`src/rtl/piso_byte_serializer.sv`:
```
`default_nettype none
// ============================================================================
//  Module      : piso_byte_serializer
//  Description : Parallel-in / serial-out transmitter. Accepts a word over a
//                valid/ready handshake, drives it one bit per clock on `so`
//                together with a held shift-direction bit `dir`, and can
//                insert a fixed idle gap after each word.
//  Revision    : 1.0 - initial release
// ============================================================================
module piso_byte_serializer #(
   parameter int   WIDTH    = 8,     // word width, 2..16
   parameter int   GAP      = 0,     // idle cycles after each word, 0..15
   parameter logic IDLE_BIT = 1'b0   // level on `so` when no data bit is sent
) (
   input  logic             clk,
   input  logic             rst,
   input  logic [WIDTH-1:0] din,
   input  logic             din_valid,
   output logic             din_ready,
   input  logic             msb_first,
   output logic             so,
   output logic             dir,
   output logic             busy,
   output logic             done
);

   // Bit counter holds "bits remaining after the one currently on so".
   localparam int CNT_W = $clog2(WIDTH);
   localparam logic [CNT_W-1:0] CNT_LOAD = CNT_W'(WIDTH - 1);
   localparam logic [CNT_W-1:0] CNT_ONE  = CNT_W'(1);

   // Gap counter covers up to 15 idle cycles.
   localparam int GAP_W = 4;
   localparam logic [GAP_W-1:0] GAP_LOAD = (GAP > 0) ? GAP_W'(GAP - 1) : '0;
   localparam logic [GAP_W-1:0] GAP_ONE  = GAP_W'(1);

   // Without a gap the last data cycle may also take the next word.
   localparam bit NO_GAP = (GAP == 0);

   typedef enum logic [1:0] {
      S_IDLE  = 2'd0,
      S_SHIFT = 2'd1,
      S_GAP   = 2'd2
   } state_t;

   state_t             state, state_d;
   logic [WIDTH-1:0]   sreg, sreg_d, sreg_shifted;
   logic [CNT_W-1:0]   bitcnt, bitcnt_d;
   logic [GAP_W-1:0]   gapcnt, gapcnt_d;
   logic               dir_d;
   logic               so_d;
   logic               busy_d;
   logic               done_d;
   logic               last_bit;
   logic               accept;

   // Handshake decode: ready in IDLE, and in the last data cycle when no gap follows.
   always_comb begin
      last_bit  = (state == S_SHIFT) && (bitcnt == '0);
      din_ready = (state == S_IDLE) || (NO_GAP && last_bit);
      accept    = din_valid && din_ready;
   end

   // Shift toward whichever end currently feeds `so`.
   always_comb begin
      sreg_shifted = dir ? (sreg << 1) : (sreg >> 1);
   end

   // Next-state and next-output decode for the serializer.
   always_comb begin
      state_d  = state;
      sreg_d   = sreg;
      bitcnt_d = bitcnt;
      gapcnt_d = gapcnt;
      dir_d    = dir;
      so_d     = IDLE_BIT;

      case (state)
         S_IDLE: begin
            state_d = S_IDLE;
         end

         S_SHIFT: begin
            if (bitcnt != '0) begin
               // More bits to go: present the next one.
               sreg_d   = sreg_shifted;
               bitcnt_d = bitcnt - CNT_ONE;
               so_d     = dir ? sreg_shifted[WIDTH-1] : sreg_shifted[0];
               state_d  = S_SHIFT;
            end else if (GAP > 0) begin
               state_d  = S_GAP;
               gapcnt_d = GAP_LOAD;
            end else begin
               state_d  = S_IDLE;
            end
         end

         S_GAP: begin
            if (gapcnt == '0) begin
               state_d = S_IDLE;
            end else begin
               gapcnt_d = gapcnt - GAP_ONE;
            end
         end

         default: begin
            state_d = S_IDLE;
         end
      endcase

      // A new word overrides whatever the current state planned; this only
      // happens from IDLE or from the final data cycle.
      if (accept) begin
         state_d  = S_SHIFT;
         sreg_d   = din;
         bitcnt_d = CNT_LOAD;
         dir_d    = msb_first;
         so_d     = msb_first ? din[WIDTH-1] : din[0];
      end

      busy_d = (state_d != S_IDLE);
      done_d = (state_d == S_SHIFT) && (bitcnt_d == '0);
   end

   // State register with synchronous reset.
   always_ff @(posedge clk) begin
      if (rst) begin
         state <= S_IDLE;
      end else begin
         state <= state_d;
      end
   end

   // Datapath and registered outputs; reset abandons any word in flight.
   always_ff @(posedge clk) begin
      if (rst) begin
         sreg   <= '0;
         bitcnt <= '0;
         gapcnt <= '0;
         dir    <= 1'b0;
         so     <= IDLE_BIT;
         busy   <= 1'b0;
         done   <= 1'b0;
      end else begin
         sreg   <= sreg_d;
         bitcnt <= bitcnt_d;
         gapcnt <= gapcnt_d;
         dir    <= dir_d;
         so     <= so_d;
         busy   <= busy_d;
         done   <= done_d;
      end
   end

endmodule
`default_nettype wire

```
`config.mk`:
```
export PLATFORM = sky130hd
export DESIGN_NAME = piso_byte_serializer
export DESIGN_NICKNAME = d
export VERILOG_FILES = /design/src/rtl/piso_byte_serializer.sv
export SDC_FILE = /design/constraint.sdc
export NUM_CORES = 1
export LEC_CHECK = 0
export ABC_CLOCK_PERIOD_IN_PS = 3400
export BUFFER_PORTS_ARGS = -buffer_cell sky130_fd_sc_hd__buf_2
export CAP_MARGIN = 25
export CORE_UTILIZATION = 59
export DETAILED_ROUTE_END_ITERATION = 8
export PLACE_DENSITY = 0.82
export SLEW_MARGIN = 20
export SYNTH_ARGS = -nofsm -noshare
export SYNTH_HDL_FRONTEND = slang
export SYNTH_SLANG_ARGS = --single-unit
```
`constraint.sdc`:
```
create_clock -name clk -period 3.4 [get_ports clk]
set_input_delay 0.51 -clock clk [delete_from_list [all_inputs] [get_ports clk]]
set_output_delay 0.51 -clock clk [all_outputs]
set_load 0.02 [all_outputs]
```
======== Yosys cells after proc, flatten, opt, wreduce, memory -nomap -nowiden ========
Index checks and enable logic that the tools add are counted.
operators by class
  reduce and logical (&&, ||, !) cells .... 14
  equality and inequality tests ........... 3
  muxes and demuxes ....................... 16
  bitwise gates (word level) .............. 1
  add/subtract/negate cells ............... 2
operators by type and width
  operator               count
  $mux W8                4
  $mux W3                3
  $logic_not A3 Y1       2
  $mux W1                6
  $reduce_bool A2 Y1     3
  $eq A2 B1 Y1 const B   2
  $logic_not A4 Y1       1
  $mux W2                2
  $pmux W2 S2            1
  $reduce_and A2 Y1      2
  $sub A4 B1 Y4 const B  1
  $logic_and A1 B1 Y1    3
  $reduce_bool A3 Y1     1
  $sub A3 B1 Y3 const B  1
  $eq A2 B2 Y1 const B   1
  $logic_not A2 Y1       1
  $logic_or A1 B1 Y1     1
  $not A1 Y1             1
storage, ports and cells
  register bits after elaboration ......... 21
  output and inout port bits .............. 5
  bits of input ports ..................... 12

======== Longest topological paths before layout ========
Gate-level depths: netlist of run 1.
  depth after elaboration ................. 7
  depth in mapped cells ................... 8
  depth with buffers taken out ............ 6

======== Least setup slack after synthesis of run 1 ========
Ideal clock, no wire load.
  path type ............................... reg-to-output
  from .................................... register bitcnt[0]
  to ...................................... output din_ready
  path buffers ............................ 0
  arrival ................................. 1.220 ns
  path slack .............................. 1.670 ns
  cell stages (with the launch flop) ...... 5
  path through ............................ dfxtp_1 > inv_1 > ha_1 > and3b_2 > or2_2
on the way
  word-level cells in the longest chain between the ends .. 3
ends and longest elaborated chain
  what                    RTL line  RTL
  start, declared         48        logic [CNT_W-1:0] bitcnt, bitcnt_d;
  start signal, assigned  146       bitcnt <= bitcnt_d;
  $logic_not A3 Y1        59        last_bit = (state == S_SHIFT) && (bitcnt == '0);
  $logic_and A1 B1 Y1     59
  $logic_or A1 B1 Y1      60        din_ready = (state == S_IDLE) || (NO_GAP && last_bit);
  end, declared           19        output logic din_ready,
Every way passes these cells.

======== Final worst setup path of run 1 ========
  from .................................... register state[1]
  to ...................................... output din_ready
on the way
  word-level cells in the longest chain between the ends .. 3
  elaborated cells between the ends (all ways) .. 4
  classes of those cells .................. eq/ne (1); reduce/logical (3)
ends and longest elaborated chain
  what                    RTL line  RTL
  start, declared         46        state_t state, state_d;
  start signal, assigned  130       state <= state_d;
  $eq A2 B1 Y1            59
  $logic_and A1 B1 Y1     59
  $logic_or A1 B1 Y1 *    60
Mark *: on every way between the ends. The rest lies on a longest branch, timed or not.

==> results of run 1 <==
logic make-up after synthesis:
| kind of cell | Yosys count |
|---|---|
| AOI/OAI and AO/OA | 27 |
| muxes | 9 |
| DFF | 21 |
| buffers and inverters | 16 |
| adders and majority gates | 6 |
| and+or+nand+nor | 51 |
| xor gates and xnor gates | 4 |
worst max-delay path, cell delays in order, from the launching register on:
cell	delay [ps]
dfxtp_1	400
inv_1	80
ha_1	350
and3b_2	300
or2_2	270
buf_2	160
how the worst max path moves through the flow:
stage | startpoint | end | slack, ps | cells after the start
floorplan | bitcnt[0] | din_ready | 1670 | 4
finish | state[1] | din_ready | 1020 | 5
global placement | state[1] | din_ready | 1450 | 5
detailed placement | state[1] | sreg[7] | 1370 | 6
global route | state[1] | din_ready | 940 | 5
CTS | state[1] | din_ready | 1010 | 5
cell usage in the layout (no fill, tap or decap), types with 2 or more instances in the layout:
cell and count:
dfxtp_1 21, a21oi_1 11, ha_1 6, nand3_1 10, xor2_1 2, inv_1 7, mux2i_1 8, o211ai_1 7
clkbuf_4 3, nor2_1 9, buf_2 16, a311oi_1 2, nand2_1 16, xnor2_1 2, nor3_1 3
final cells by class:
type	count	area [sq um]	area share [%]
multi-input cells	97	642	52.2
flip-flops and latches	21	420	34.2
repair buffers	16	80.1	6.51
well taps	25	31.3	2.54
inverters	7	26.3	2.14
clock buffers	3	22.5	1.83
clock inverters	1	7.51	0.610
power by group through the flow:
stage,clock network [mW],logic (mW),registers [mW]
global route,0.139,0.121,0.279
CTS,0.127,0.109,0.277
global placement,0,0.105,0.282
detailed placement,0,0.109,0.282
finish,0.121,0.109,0.277
floorplan,0,0.0909,0.281
state kept, by name (all words and copies together) (netlist names):
name    cells
busy        1
dir         1
gapcnt      4
so          1
sreg        8
state       2
done        1
bitcnt      3
metal layers:
| metal | vias to the layer above | track usage, % |
|---|---|---|
| met5 | - | 0 |
| li1 | 496 | - |
| met1 | 445 | 24.5 |
| met2 | 15 | 43.1 |
| met3 | 0 | 5.88 |
| met4 | 0 | 5.29 |
==> results.toml, run 1 <==
[drt]
drc_errors = 0
wl_per_cell_um = 12.3
met1_length_um = 976
viasPerCell = 5.62
vias = 956
wl_met2_um = 1060
dr.pass1.iters = 4
routed_wl_um = 2100
ant_nets = 0
drtIter0Drc = 18
top_layer = "met3"
wl_met3_um = 63

[sta]
relSlewSlack_pct = 62.8
tightest_slew_ps = 558
min_period_ps = 2380
finClkSkew_ps = 6.55
final.period_utilization_pct = 69.9
finalMaxSlewViolations = 0
final_hold_viol_count = 0
rsz0062_at_grt = "false"
report.final.setup_viol = 0
timing.fmax_mhz = 421
holdWs_ps = 425
tns_ps = 0
setup_ws_ps = 1020

[die]
pin_count = 17
die_h_um = 46.2
num_rows = 15
start_util_pct = 64.6
die_w_um = 46.2
dieArea_sq_um = 2130
core_sq_um = 1780

[setup_path]
critPathKind = "reg -> out"
required_ps = 2890
arrival_ps = 1870
r2r_slack_ps = 1330
r2r_cells = 6
worst_r2r_endpoint = "sreg[7]"
path_max_fanout = 15
end_kind = "primary output"
reg2reg_from = "state[1]"
critPathLaunchType = "register"

[finish]
antenna_cells = 0
postLayoutCoreUtil_pct = 69.0
drive_gt1_share_pct = 17.9
final_area_sq_um = 1230
fin_nets = 164
synthToLayoutAreaGrowth_pct = 6.85
fill_cells = 146
finalNonFillerCells = 170

[yosys]
synth_cells = 134
ys_seq_area_share_pct = 36.5
synth_flop_cell = "dfxtp_1"
syn_area_per_cell_sq_um = 8.59
synthArstFlopShare_pct = 0
netlist_area_sq_um = 1150
synth_simple_gate_area_share_pct = 22.1
synth_common_cells = "dfxtp_1 (21), nand2_1 (16), a21oi_1 (11)"
synth_compound_area_share_pct = 16.2
synth_nets = 152
synthMuxAreaShare_pct = 7.93
netlist.area_leader.share_pct = 36.5
ys_ff_latch = 21
synth.area.top_cells = "dfxtp_1 (37%), mux2i_1 (7.0%), ha_1 (6.5%)"
synth_edf_count = 0
synth-warning-count = 0
yosysUniqueCellTypes = 39
synth_top_family_by_area = "simple AND/OR/NAND/NOR gates"
yosysTopAreaCell = "dfxtp_1"
synth_xor_area_share_pct = 3.04
synth_fa_ha_area_share_pct = 6.52
yosysMostFrequentCell = "dfxtp_1"

[pwr]
switchingPower_uw = 153
seqPwrFrac_pct = 54.7
p_clk_share_pct = 23.9
sw_frac_of_total_pct = 30.2
pwr-share-comb_pct = 21.4
ir_drop_uv = 281
power.internal_uw = 354
p_leak_nw = 0.489
power_density_nw_per_um2 = 412
total_power_uw = 507

[place]
place_inst = 166
post-dp-hpwl_um = 1570
postPlaceCellArea_sq_um = 1200
globalplace.congestion = 0.756
place.port_buffers = 16
dpl_worst_slack_ps = 1370

[worst_hold_path]
hp-class = "in -> reg"
hold_depth = 3
holdPathEnd = "sreg[4]"
hp-start = "din[4]"

[clock_network]
ctsHoldBuffers = 0
h-tree-depth = 1
cts_resized = 0
cts_buffers = 3
clockBufferDepth = 2
tritoncts = "yes"
clk_latency_ps = 310
postCtsSetupRepairBufs = 0
cts.clk_slew.worst_paths_ps = 120
cts-root-buf = "clkbuf_4"
cts_sinks = 21

[global_route]
grt_pass1_wl_um = 3440
track_usage_pct = 22.7
grt_max_degree = 21
grt_antenna_before_repair = 0
grt_pass1_vias = 853
grt-ovfl-total = 0

[run]
drv_cap = 0

[outcome]
outcome = "finished, final reports clean"
(Power assumes the default switching activity.)
==> run 2, diff against run 1 <==
Settings changed: ABC_AREA set to 1, ABC_CLOCK_PERIOD_IN_PS 3400 to 2100, CORE_UTILIZATION 59 to 50, PLACE_DENSITY 0.82 to 0.74.
Clock period 3.4 ns to 2.1 ns, I/O delays scaled along.
==> results.toml, run 2 <==
[global_route]
grt-ovfl-total = 0
grt_max_degree = 23
grt_antenna_before_repair = 0
grt_pass1_vias = 1002
grt_pass1_wl_um = 4170
track_usage_pct = 20.8

[sta]
timing.fmax_mhz = 570
rsz0062_at_grt = "false"
finClkSkew_ps = 10.6
final.period_utilization_pct = 83.5
setup_ws_ps = 346
report.final.setup_viol = 0
tns_ps = 0
min_period_ps = 1750
tightest_slew_ps = 348
final_hold_viol_count = 0
finalMaxSlewViolations = 0
relSlewSlack_pct = 76.8

[clock_network]
ctsHoldBuffers = 0
tritoncts = "yes"
cts_buffers = 3
cts-root-buf = "clkbuf_4"
postCtsSetupRepairBufs = 0
cts_sinks = 21
cts.clk_slew.worst_paths_ps = 110
cts_resized = 0
clockBufferDepth = 2
clk_latency_ps = 310
h-tree-depth = 1

[yosys]
synth.area.top_cells = "dfxtp_1 (34%), nand2_1 (16%), inv_1 (6.9%)"
ys_seq_area_share_pct = 33.7
synth-warning-count = 0
synth_flop_cell = "dfxtp_1"
synth_edf_count = 0
netlist_area_sq_um = 1250
yosysUniqueCellTypes = 23
syn_area_per_cell_sq_um = 6.77
netlist.area_leader.share_pct = 33.7
synth_nets = 202
yosysTopAreaCell = "dfxtp_1"
yosysMostFrequentCell = "nand2_1"
ys_ff_latch = 21
synth_common_cells = "nand2_1 (54), inv_1 (23), dfxtp_1 (21)"
synth_cells = 184
synthArstFlopShare_pct = 0

[setup_path]
arrival_ps = 1440
worst_r2r_endpoint = "done"
crit_start = "state[1]"
r2r_slack_ps = 510
required_ps = 1780
critPathLaunchType = "register"
critPathKind = "reg -> out"
end_kind = "primary output"
reg2reg_from = "state[1]"
r2r_cells = 8
path_max_fanout = 11
worstSetupEndpoint = "din_ready"

[place]
postPlaceCellArea_sq_um = 1290
place_inst = 220
dpl_worst_slack_ps = 541
globalplace.congestion = 0.890
post-dp-hpwl_um = 1780
place.port_buffers = 16

[finish]
reg_top3 = "sreg (8), gapcnt (4), bitcnt (3)"
synthToLayoutAreaGrowth_pct = 5.42
final_area_sq_um = 1310
finalNonFillerCells = 224
largest_reg_flops = 8
drive_gt1_share_pct = 15.8
fill_cells = 235
max_flop_register = "sreg"
final_common_cell = "nand2_1"
antenna_cells = 0
fin_nets = 215
final_cell_mix = "nand2_1 (54), inv_1 (23), dfxtp_1 (21)"

[run]
drv_cap = 0

[die]
num_rows = 17
die_h_um = 51.9
pin_count = 17
core_sq_um = 2280
die_w_um = 51.9
dieArea_sq_um = 2700
start_util_pct = 54.8

[drt]
vias = 1100
viasPerCell = 4.91
wl_per_cell_um = 10.8
drtIter0Drc = 15
routed_wl_um = 2410
ant_nets = 0
dr.pass1.iters = 4
drc_errors = 0

[pwr]
power_density_nw_per_um2 = 605
ir_drop_uv = 440
p_leak_nw = 0.648

[worst_hold_path]
hp-class = "in -> reg"

[outcome]
outcome = "finished, final reports clean"
-- run 2: cell types whose count changed in the layout (fill, tap and decap cells not counted), moves of 3 or more --
cell and change:
nand2_1 +38, inv_1 +16, nor2_1 +10, mux2i_1 -8, o211ai_1 -7, o21ai_0 +7
nand3b_1 +5, nand3_1 +4, nor3_1 -3
-- run 2: worst min-delay path by stage --
stage               from   endpoint  cells past startpoint
6_report       msb_first        dir                      3
5_1_grt        msb_first        dir                      3
4_1_cts        msb_first        dir                      3
3_3_place_gp   gapcnt[0]  gapcnt[0]                      2
2_1_floorplan  gapcnt[0]  gapcnt[0]                      2
3_5_place_dp   gapcnt[0]  gapcnt[0]                      2
-- run 2: through the flow --
stage | power [mW] | hold WS (ps) | utilization, %
2_1_floorplan | 0.580 | 445 | -
6_report | 0.794 | 273 | 57.7
3_3_place_gp | 0.602 | 455 | 56.6
4_1_cts | 0.802 | 265 | 57.7
3_5_place_dp | 0.607 | 469 | 56.6
5_1_grt | 0.849 | 263 | 57.7
-- run 2: power by group --
part,switching (mW),leakage (nW),internal (mW)
logic,0.101,0.460,0.0585
registers,0.0167,0.173,0.422
clock network,0.123,0.0150,0.0741
total,0.240,0.648,0.554
-- run 2: metal layers --
layer | GRT usage, % | vias up | routed length [um] | part of all wire (%)
li1 | - | 593 | - | -
met1 | 26.5 | 488 | 1190 | 49
met2 | 34.4 | 15 | 1130 | 47
met3 | 5.26 | 4 | 72 | 3.0
met4 | 5.41 | 0 | 21 | 0.87
met5 | 0 | - | 0 | 0
-- run 2: critical path, cell delays in order, from the launching register on --
cell and delay [ps]:
dfxtp_1 340, inv_1 80, ha_1 260, nand3_2 120, nand2_4 150, buf_2 190
-- run 2: area by class of cell --
class | count | area (sq um) | area share, %
Tap cell | 28 | 35.0 | 2.67
Clock buffer | 4 | 26.3 | 2.00
Sequential cell | 21 | 420 | 32.0
Inverter | 25 | 95.1 | 7.24
Timing Repair Buffer | 16 | 80.1 | 6.10
Multi-Input combinational cell | 130 | 657 | 50.0
-- run 2: logic make-up (layout without fill, tap and decap cells) --
| group | after synthesis | count (layout) | share of synthesized area [%] |
|---|---|---|---|
| DFF | 21 | 21 | 33.7 |
| adders and majority gates | 6 | 6 | 6.02 |
| and+or+nand+nor | 101 | 101 | 36.5 |
| muxes | 1 | 1 | 0.904 |
| AOI/OAI and AO/OA | 21 | 21 | 8.53 |
| xor gates and xnor gates | 1 | 1 | 0.703 |
| buffers and inverters | 33 | 45 | 13.6 |
